File: src/rtl/uart_pkg.sv
// Shared UART definitions: receiver state encoding, oversampling constants
// and a small width helper.
package uart_pkg;

  typedef enum logic [1:0] {
    IDLE  = 2'd0,
    START = 2'd1,
    DATA  = 2'd2,
    STOP  = 2'd3
  } rx_state_e;

  localparam int unsigned OVERSAMPLE = 16;
  localparam int unsigned TICK_W     = $clog2(OVERSAMPLE);

  // Tick index at the middle of the start bit, measured from the detected edge.
  localparam logic [TICK_W-1:0] MID_TICK = TICK_W'(OVERSAMPLE / 2 - 1);
  // Tick index one full bit after the previous mid-bit sample.
  localparam logic [TICK_W-1:0] BIT_TICK = TICK_W'(OVERSAMPLE - 1);

  // Counter width able to index n items; never narrower than one bit.
  function automatic int unsigned cnt_width(input int unsigned n);
    return (n > 1) ? $clog2(n) : 1;
  endfunction

endpackage

File: src/rtl/rx_sync.sv
// Two-flop synchroniser for a single asynchronous input. The reset value is
// a parameter so idle-high serial lines do not produce a spurious edge out
// of reset.
module rx_sync #(
  parameter logic RST_VAL = 1'b1
) (
  input  logic clk_i,
  input  logic rst_i,
  input  logic d_i,
  output logic q_o
);

  logic meta_q;
  logic sync_q;

  // Two-stage capture of the asynchronous input.
  always_ff @(posedge clk_i) begin
    if (rst_i) begin
      meta_q <= RST_VAL;
      sync_q <= RST_VAL;
    end else begin
      meta_q <= d_i;
      sync_q <= meta_q;
    end
  end

  assign q_o = sync_q;

endmodule

File: src/rtl/uart_rx_axis.sv
// 8N1 UART receiver driven by a 16x oversample tick, presenting each good
// byte on an AXI4-Stream master port. Bad stop bits and bytes that arrive
// while the output register is still occupied are reported as single-cycle
// pulses and the byte is discarded.
module uart_rx_axis
  import uart_pkg::*;
#(
  parameter int unsigned DATA_BITS = 8
) (
  input  logic                 clk_i,
  input  logic                 rst_i,
  input  logic                 baud_i,
  input  logic                 rx_i,
  output logic [DATA_BITS-1:0] m_axis_tdata,
  output logic                 m_axis_tvalid,
  input  logic                 m_axis_tready,
  output logic                 frame_err_o,
  output logic                 overrun_o
);

  localparam int unsigned       BIT_W    = cnt_width(DATA_BITS);
  localparam logic [BIT_W-1:0]  LAST_BIT = BIT_W'(DATA_BITS - 1);

  logic                 rx_s;
  logic                 prev_q;
  rx_state_e            state_q;
  logic [TICK_W-1:0]    tick_cnt_q;
  logic [BIT_W-1:0]     bit_cnt_q;
  logic [DATA_BITS-1:0] sh_q;
  logic [DATA_BITS-1:0] tdata_q;
  logic                 tvalid_q;
  logic                 frame_err_q;
  logic                 overrun_q;

  logic                 fall_d;
  logic                 accept_d;
  logic                 room_d;
  logic [TICK_W-1:0]    tick_inc_d;

  rx_sync #(
    .RST_VAL (1'b1)
  ) u_rx_sync (
    .clk_i (clk_i),
    .rst_i (rst_i),
    .d_i   (rx_i),
    .q_o   (rx_s)
  );

  // Shared decodes: start edge, downstream acceptance and output-register room.
  always_comb begin
    fall_d     = prev_q & ~rx_s;
    accept_d   = tvalid_q & m_axis_tready;
    room_d     = ~tvalid_q | m_axis_tready;
    tick_inc_d = tick_cnt_q + TICK_W'(1);
  end

  // Receive state machine together with the AXI output register and error pulses.
  always_ff @(posedge clk_i) begin
    if (rst_i) begin
      state_q     <= IDLE;
      prev_q      <= 1'b1;
      tick_cnt_q  <= '0;
      bit_cnt_q   <= '0;
      sh_q        <= '0;
      tdata_q     <= '0;
      tvalid_q    <= 1'b0;
      frame_err_q <= 1'b0;
      overrun_q   <= 1'b0;
    end else begin
      frame_err_q <= 1'b0;
      overrun_q   <= 1'b0;

      // A handshake empties the register; a load in the same cycle overrides below.
      if (accept_d) begin
        tvalid_q <= 1'b0;
      end

      if (baud_i) begin
        prev_q <= rx_s;

        unique case (state_q)
          IDLE: begin
            // Edge-triggered so a line stuck low cannot start a new frame.
            if (fall_d) begin
              tick_cnt_q <= '0;
              state_q    <= START;
            end
          end

          START: begin
            if (tick_cnt_q == MID_TICK) begin
              if (!rx_s) begin
                tick_cnt_q <= '0;
                bit_cnt_q  <= '0;
                state_q    <= DATA;
              end else begin
                state_q <= IDLE;
              end
            end else begin
              tick_cnt_q <= tick_inc_d;
            end
          end

          DATA: begin
            tick_cnt_q <= tick_inc_d;
            if (tick_cnt_q == BIT_TICK) begin
              sh_q <= {rx_s, sh_q[DATA_BITS-1:1]};
              if (bit_cnt_q == LAST_BIT) begin
                state_q <= STOP;
              end else begin
                bit_cnt_q <= bit_cnt_q + BIT_W'(1);
              end
            end
          end

          STOP: begin
            tick_cnt_q <= tick_inc_d;
            if (tick_cnt_q == BIT_TICK) begin
              // Returning to IDLE at mid stop bit lets a back-to-back start edge be seen.
              state_q <= IDLE;
              if (rx_s) begin
                if (room_d) begin
                  tdata_q  <= sh_q;
                  tvalid_q <= 1'b1;
                end else begin
                  overrun_q <= 1'b1;
                end
              end else begin
                frame_err_q <= 1'b1;
              end
            end
          end

          default: begin
            state_q <= IDLE;
          end
        endcase
      end
    end
  end

  assign m_axis_tdata  = tdata_q;
  assign m_axis_tvalid = tvalid_q;
  assign frame_err_o   = frame_err_q;
  assign overrun_o     = overrun_q;

endmodule
File: config.mk
export PLATFORM = sky130hd
export DESIGN_NAME = uart_rx_axis
export DESIGN_NICKNAME = d
export VERILOG_FILES = /design/src/rtl/uart_pkg.sv /design/src/rtl/rx_sync.sv /design/src/rtl/uart_rx_axis.sv
export SDC_FILE = /design/constraint.sdc
export NUM_CORES = 1
export LEC_CHECK = 0
export CORE_UTILIZATION = 30
export DETAILED_ROUTE_END_ITERATION = 10
export MAX_ROUTING_LAYER = met4
export SKIP_CTS_REPAIR_TIMING = 1
export SYNTH_ARGS = -nofsm -noshare
export SYNTH_HDL_FRONTEND = slang
export SYNTH_HIERARCHICAL = 1
export SYNTH_SLANG_ARGS = --single-unit
File: constraint.sdc
create_clock -name clk_i -period 2.3 [get_ports clk_i]
set_clock_uncertainty 0.1 [all_clocks]
set_input_delay 0.345 -clock clk_i [delete_from_list [all_inputs] [get_ports clk_i]]
set_output_delay 0.345 -clock clk_i [all_outputs]
set_load 0.01 [all_outputs]
* Yosys cells after proc, flatten, opt, wreduce, memory -nomap -nowiden
Index checks and enable logic that the tools add are counted.
** Cells by class
- Eq/ne operators :: 14
- Divide/modulo/power cells :: 0
- Reductions and logical operators :: 10
- $mul :: 0
- Bitwise logic cells :: 8
- $lt $le $gt $ge :: 0
- Shift-type cells :: 0
- Mux-type cells :: 24
- Add/sub/neg operators :: 2
** Operators by type and width (number)
- 2-bit != test (second input constant) :: 7
- 2-bit two-way mux :: 6
- 3-bit two-way mux :: 4
- 4-bit two-way mux :: 3
- 4-bit one-hot mux with 3 select lines :: 1
- 6-bit AND reduction :: 2
- 1-bit two-way mux :: 8
- 2-bit one-hot mux with 4 select lines :: 1
- 3-bit one-hot mux with 2 select lines :: 1
- 3-bit AND reduction :: 2
- 1-bit inverter :: 5
- 5-bit AND reduction :: 1
- 5-bit OR reduction :: 1
- 4-bit by 1-bit adder with 4-bit output (second input constant) :: 1
- 2-bit == test (second input constant) :: 2
- 4-bit by 3-bit == test with 1-bit output (second input constant) :: 1
- 4-bit == test (second input constant) :: 1
- 4-bit OR reduction :: 1
- 3-bit by 1-bit adder with 3-bit output (second input constant) :: 1
- 3-bit == test (second input constant) :: 1
- 3-bit != test (second input constant) :: 1
- 1-bit AND :: 2
- 2-bit by 1-bit == test with 1-bit output (second input constant) :: 1
- 2-bit zero test :: 1
- other kinds (3) :: 3
** Word-level totals
- Output and inout bits :: 11
- RAM bits :: 0
- Word-level logic and storage cells :: 69
- Bits in latches :: 0
- Input port bits :: 5
- Bits in read-only memories :: 0
- Bits in registers :: 31
- Memories kept :: 0

* Longest topological paths before layout
- Depth after elaboration :: 7
- Depth in mapped cells :: 6
- Mapped depth without buffers :: 6

* Modules after synthesis
The synthesis kept the hierarchy.
** Modules (own cells, without submodules)
- uart_rx_axis :: area an instance 1268.7 µm², cells each 132, times used 1
- rx_sync :: area an instance 52.6 µm², cells each 4, times used 1

* Worst setup path after synthesis
No wires, ideal clock.
- Kind :: reg2reg
- Start :: register tick_cnt_q[0]
- End :: register tick_cnt_q[3]
- Library setup time :: 70 ps
- Arrival time :: 1521 ps
- Period minus slack after synthesis :: 1690 ps
- Stages on the path, launching flop included :: 6
- Path slack :: 610 ps
- Required time :: 2130 ps
- Path through :: dfxtp_1 > ha_1 > and3b_1 > and4b_4 > or4_1 > a21oi_1
** Between the ends
- Word-level cells in the longest chain between the ends :: 3
- Elaborated cells on any way between the ends :: 6
** RTL lines
- from (decl) :: line uart_rx_axis.sv:27 : logic [TICK_W-1:0] tick_cnt_q;
- from (signal assigned) :: line uart_rx_axis.sv:100 : tick_cnt_q <= tick_inc_d;
- from (signal assigned) :: line uart_rx_axis.sv:105 : tick_cnt_q <= tick_inc_d;
- from (signal assigned) :: line uart_rx_axis.sv:117 : tick_cnt_q <= tick_inc_d;
- 4-bit by 1-bit adder with 4-bit output / 4-bit by 3-bit == test with 1-bit output (equally long branches) :: line uart_rx_axis.sv:54, uart_rx_axis.sv:91
- 4-bit two-way mux / 3-bit != test (equally long branches)
- 4-bit one-hot mux with 3 select lines / 3-bit AND reduction (equally long branches)
Several ways; a longest one is shown, not always the timed one.
A chain may end at the register's enable or synchronous reset.

* Worst setup path after layout
Same ends and word-level chain as after synthesis.

==> run metrics <==
status=finished clean; dpl ws=290 ps; Max Freq=554 MHz; share of cells above drive strength 1=10.9%; ANT cells=0; synthesized instance count=136; PD cells=644 mW/mm2; global route overflow=0; CP endpoint kind=flop; PortBufs=15; xor and xnor area share after synthesis=0%; worst setup path end=tick_cnt_q[3]$_SDFFE_PP0P_; TritonCTS clock tree=yes; max_slew headroom=72.0%; fin worst setup slack=495 ps; initial antenna violation count=0; sw frac=20.8%; initial drt markers=46; FF-to-FF setup slack=500 ps; Tightest Pin Transition=417 ps; Core ar.=0.00412 mm2; CTS buffer count=5; largest family of logic cells by synthesized area=simple AND/OR/NAND/NOR gates; commonest non-fill, non-tap cell in the layout=dfxtp_1; Bufs on Longest Clock Path=2; vias in the first global route=938; initial core utilization=32.1%; WP data arrival=1920 ps; Via-to-Cell Ratio=4.77; synthesis-stage register bit count=31; Simple-Gate Fraction of Synth Area=23.9%; Routed Antenna Nets=0; synth top area cells=dfxtp_1 (47%), mux2i_1 (14%), nor2_1 (6.0%), a21oi_1 (3.0%), ha_1 (2.8%); synth unique cells=34; syn_area_per_cell=9.72 um2; Die H=68.4 um; CP Launch Type=flop; clock sinks=31; io pins=16; Nets=163; GP Congestion=0.826; Slew Limit Fails=0; Synth Area in Adders=2.84%; min Tclk post-route=1800 ps; RSZ-0062 raised after global routing=false; mapped cell area=0.00132 mm2; post-DR wirelength/cell=12.3 um; Logic pwr share=3.8%; Psw=0.219 mW; Max VDD drop=0.000360 V; Fin. Hold Viols=0; total die area=0.00467 mm2; Global Route Usage Sum=12.9%; vias after detailed routing=982; post-DP HPWL=1.70 mm; clk slew on worst S/H paths=60 ps; final worst-path cycle share=78.5%; sequential share of the synthesized area=47.0%; global-route wire length before repair=4.15 mm; Worst R2R Start=tick_cnt_q[0]$_SDFFE_PP0P_; crit path kind=flop to flop; final setup vio count=0; largest net degree at the start of global routing=13; Layout area overhead=23.7%; TritonRoute pass-1 iters=4; Skew-Pair Late Insertion Delay=280 ps; Synth Warn #=6; post-synth top area cell=dfxtp_1; Int Pwr=0.833 mW; die span in x=68.4 um; setup TNS=0 ps; Setup crit start=tick_cnt_q[0]$_SDFFE_PP0P_; class of the worst hold path=flop to flop; sequential share of power=52.0%; CP max FO=7; Yosys top cell area share=47.0%; syn_nets=144; max-cap violations=0; htree depth=2; Reg2Reg Depth=5; DRC Markers=0; Root Driver=clkbuf_8; Critical Path RT=2410 ps; Leakage=0.573 nW; Synth Area in Compound Gates=9.09%; row cnt=23; clock power share=44.2%; WL final=2.52 mm; post-synthesis mux area share=13.6%; Reg2Reg Capture Point=tick_cnt_q[3]$_SDFFE_PP0P_; commonest cells after routing, fill and taps aside=dfxtp_1 (31), nor2_1 (21), mux2i_1 (18), clkdlybuf4s50_1 (15), a21oi_1 (8)
-- final cells by class --
class / instances / area, um2
sequential: 31 / 621
clock buffer: 8 / 100
timing repair buffer: 20 / 188
multi-input combinational: 96 / 659
fill: 398 / 2480
tap: 50 / 62.6
inverter: 1 / 3.75
-- sequential cells by signal, indices dropped and copies added, names as in the netlist, named ones only --
signal	cells
m_axis_tdata	8
sh_q	8
tick_cnt_q	4
bit_cnt_q	3
frame_err_o	1
m_axis_tvalid	1
overrun_o	1
prev_q	1
state_q	1
u_rx_sync/meta_q	1
u_rx_sync/q_o	1
-- stage by stage --
step / area [um2] / utilization, % / power, mW / cells / hold WS, ps
3_3_place_gp: 1530 / 37.3 / 0.599 / 198 / 296
3_5_place_dp: 1530 / 37.3 / 0.600 / 198 / 292
2_1_floorplan: 1320 / - / 0.584 / 136 / 283
4_1_cts: 1630 / 39.7 / 1.07 / 206 / 307
6_report: 1630 / 39.7 / 1.05 / 206 / 304
5_1_grt: 1630 / 39.7 / 1.10 / 206 / 319
-- kinds of logic (layout without fill, tap and decap cells) --
family,after synthesis,in the layout
AO/OA/AOI/OAI,18,18
adder cells (fa/ha/maj),3,3
buffers and inverters,9,29
flip-flops,31,31
multiplexers,18,18
AND/OR/NAND/NOR,57,57
-- power by group through the flow --
stage | sequential [mW] | clock (mW) | combinational (mW)
detailed placement | 0.560 | 0 | 0.0397
floorplan | 0.556 | 0 | 0.0282
global placement | 0.560 | 0 | 0.0391
CTS | 0.548 | 0.480 | 0.0398
global route | 0.548 | 0.511 | 0.0431
finish | 0.548 | 0.465 | 0.0396
-- critical path, cell delays in order, from the launching register on --
cell and delay [ps]:
dfxtp_1 330, ha_1 270, and3b_1 200, and4b_4 230, or4_1 460, a21oi_1 150
-- cells in the mapped netlist --
cell type,instances
nor3_1,1
and2b_1,1
or3_1,2
o22ai_1,1
or3_2,1
dfxtp_1,31
and4b_4,1
o31ai_1,3
nand3b_1,2
nor4b_1,2
nand4bb_1,2
nor2_1,21
nand2b_1,3
and2_1,1
a21oi_1,8
o21ai_0,3
or3b_1,1
o31ai_4,1
clkbuf_1,3
or2_1,2
and3_2,1
and3b_1,1
buf_2,2
buf_4,3
or4_1,1
a21o_1,1
nor2b_1,1
ha_1,3
and3_1,1
mux2i_1,18
nand3_1,6
nand2_1,6
a211oi_1,1
inv_1,1
-- per-layer routing --
| layer | global-route usage, % | up-vias | share of wire [%] |
|---|---|---|---|
| li1 | - | 515 | - |
| met1 | 15.0 | 446 | 51 |
| met2 | 18.4 | 16 | 43 |
| met3 | 6.00 | 5 | 4.3 |
| met4 | 6.25 | 0 | 1.7 |
| met5 | - | - | 0 |
-- how the worst min path moves through the flow --
stage,start,to,slack [ps],cells after the start
after CTS,u_rx_sync/meta_q$_SDFF_PP1_,u_rx_sync/q_o$_SDFF_PP1_,310,1
after global placement,u_rx_sync/meta_q$_SDFF_PP1_,u_rx_sync/q_o$_SDFF_PP1_,300,1
after global routing,u_rx_sync/meta_q$_SDFF_PP1_,u_rx_sync/q_o$_SDFF_PP1_,320,1
after floorplan,u_rx_sync/meta_q$_SDFF_PP1_,u_rx_sync/q_o$_SDFF_PP1_,280,1
after detailed placement,u_rx_sync/meta_q$_SDFF_PP1_,u_rx_sync/q_o$_SDFF_PP1_,290,1
final,u_rx_sync/meta_q$_SDFF_PP1_,u_rx_sync/q_o$_SDFF_PP1_,300,1
Power figures use the tool's default switching activity.
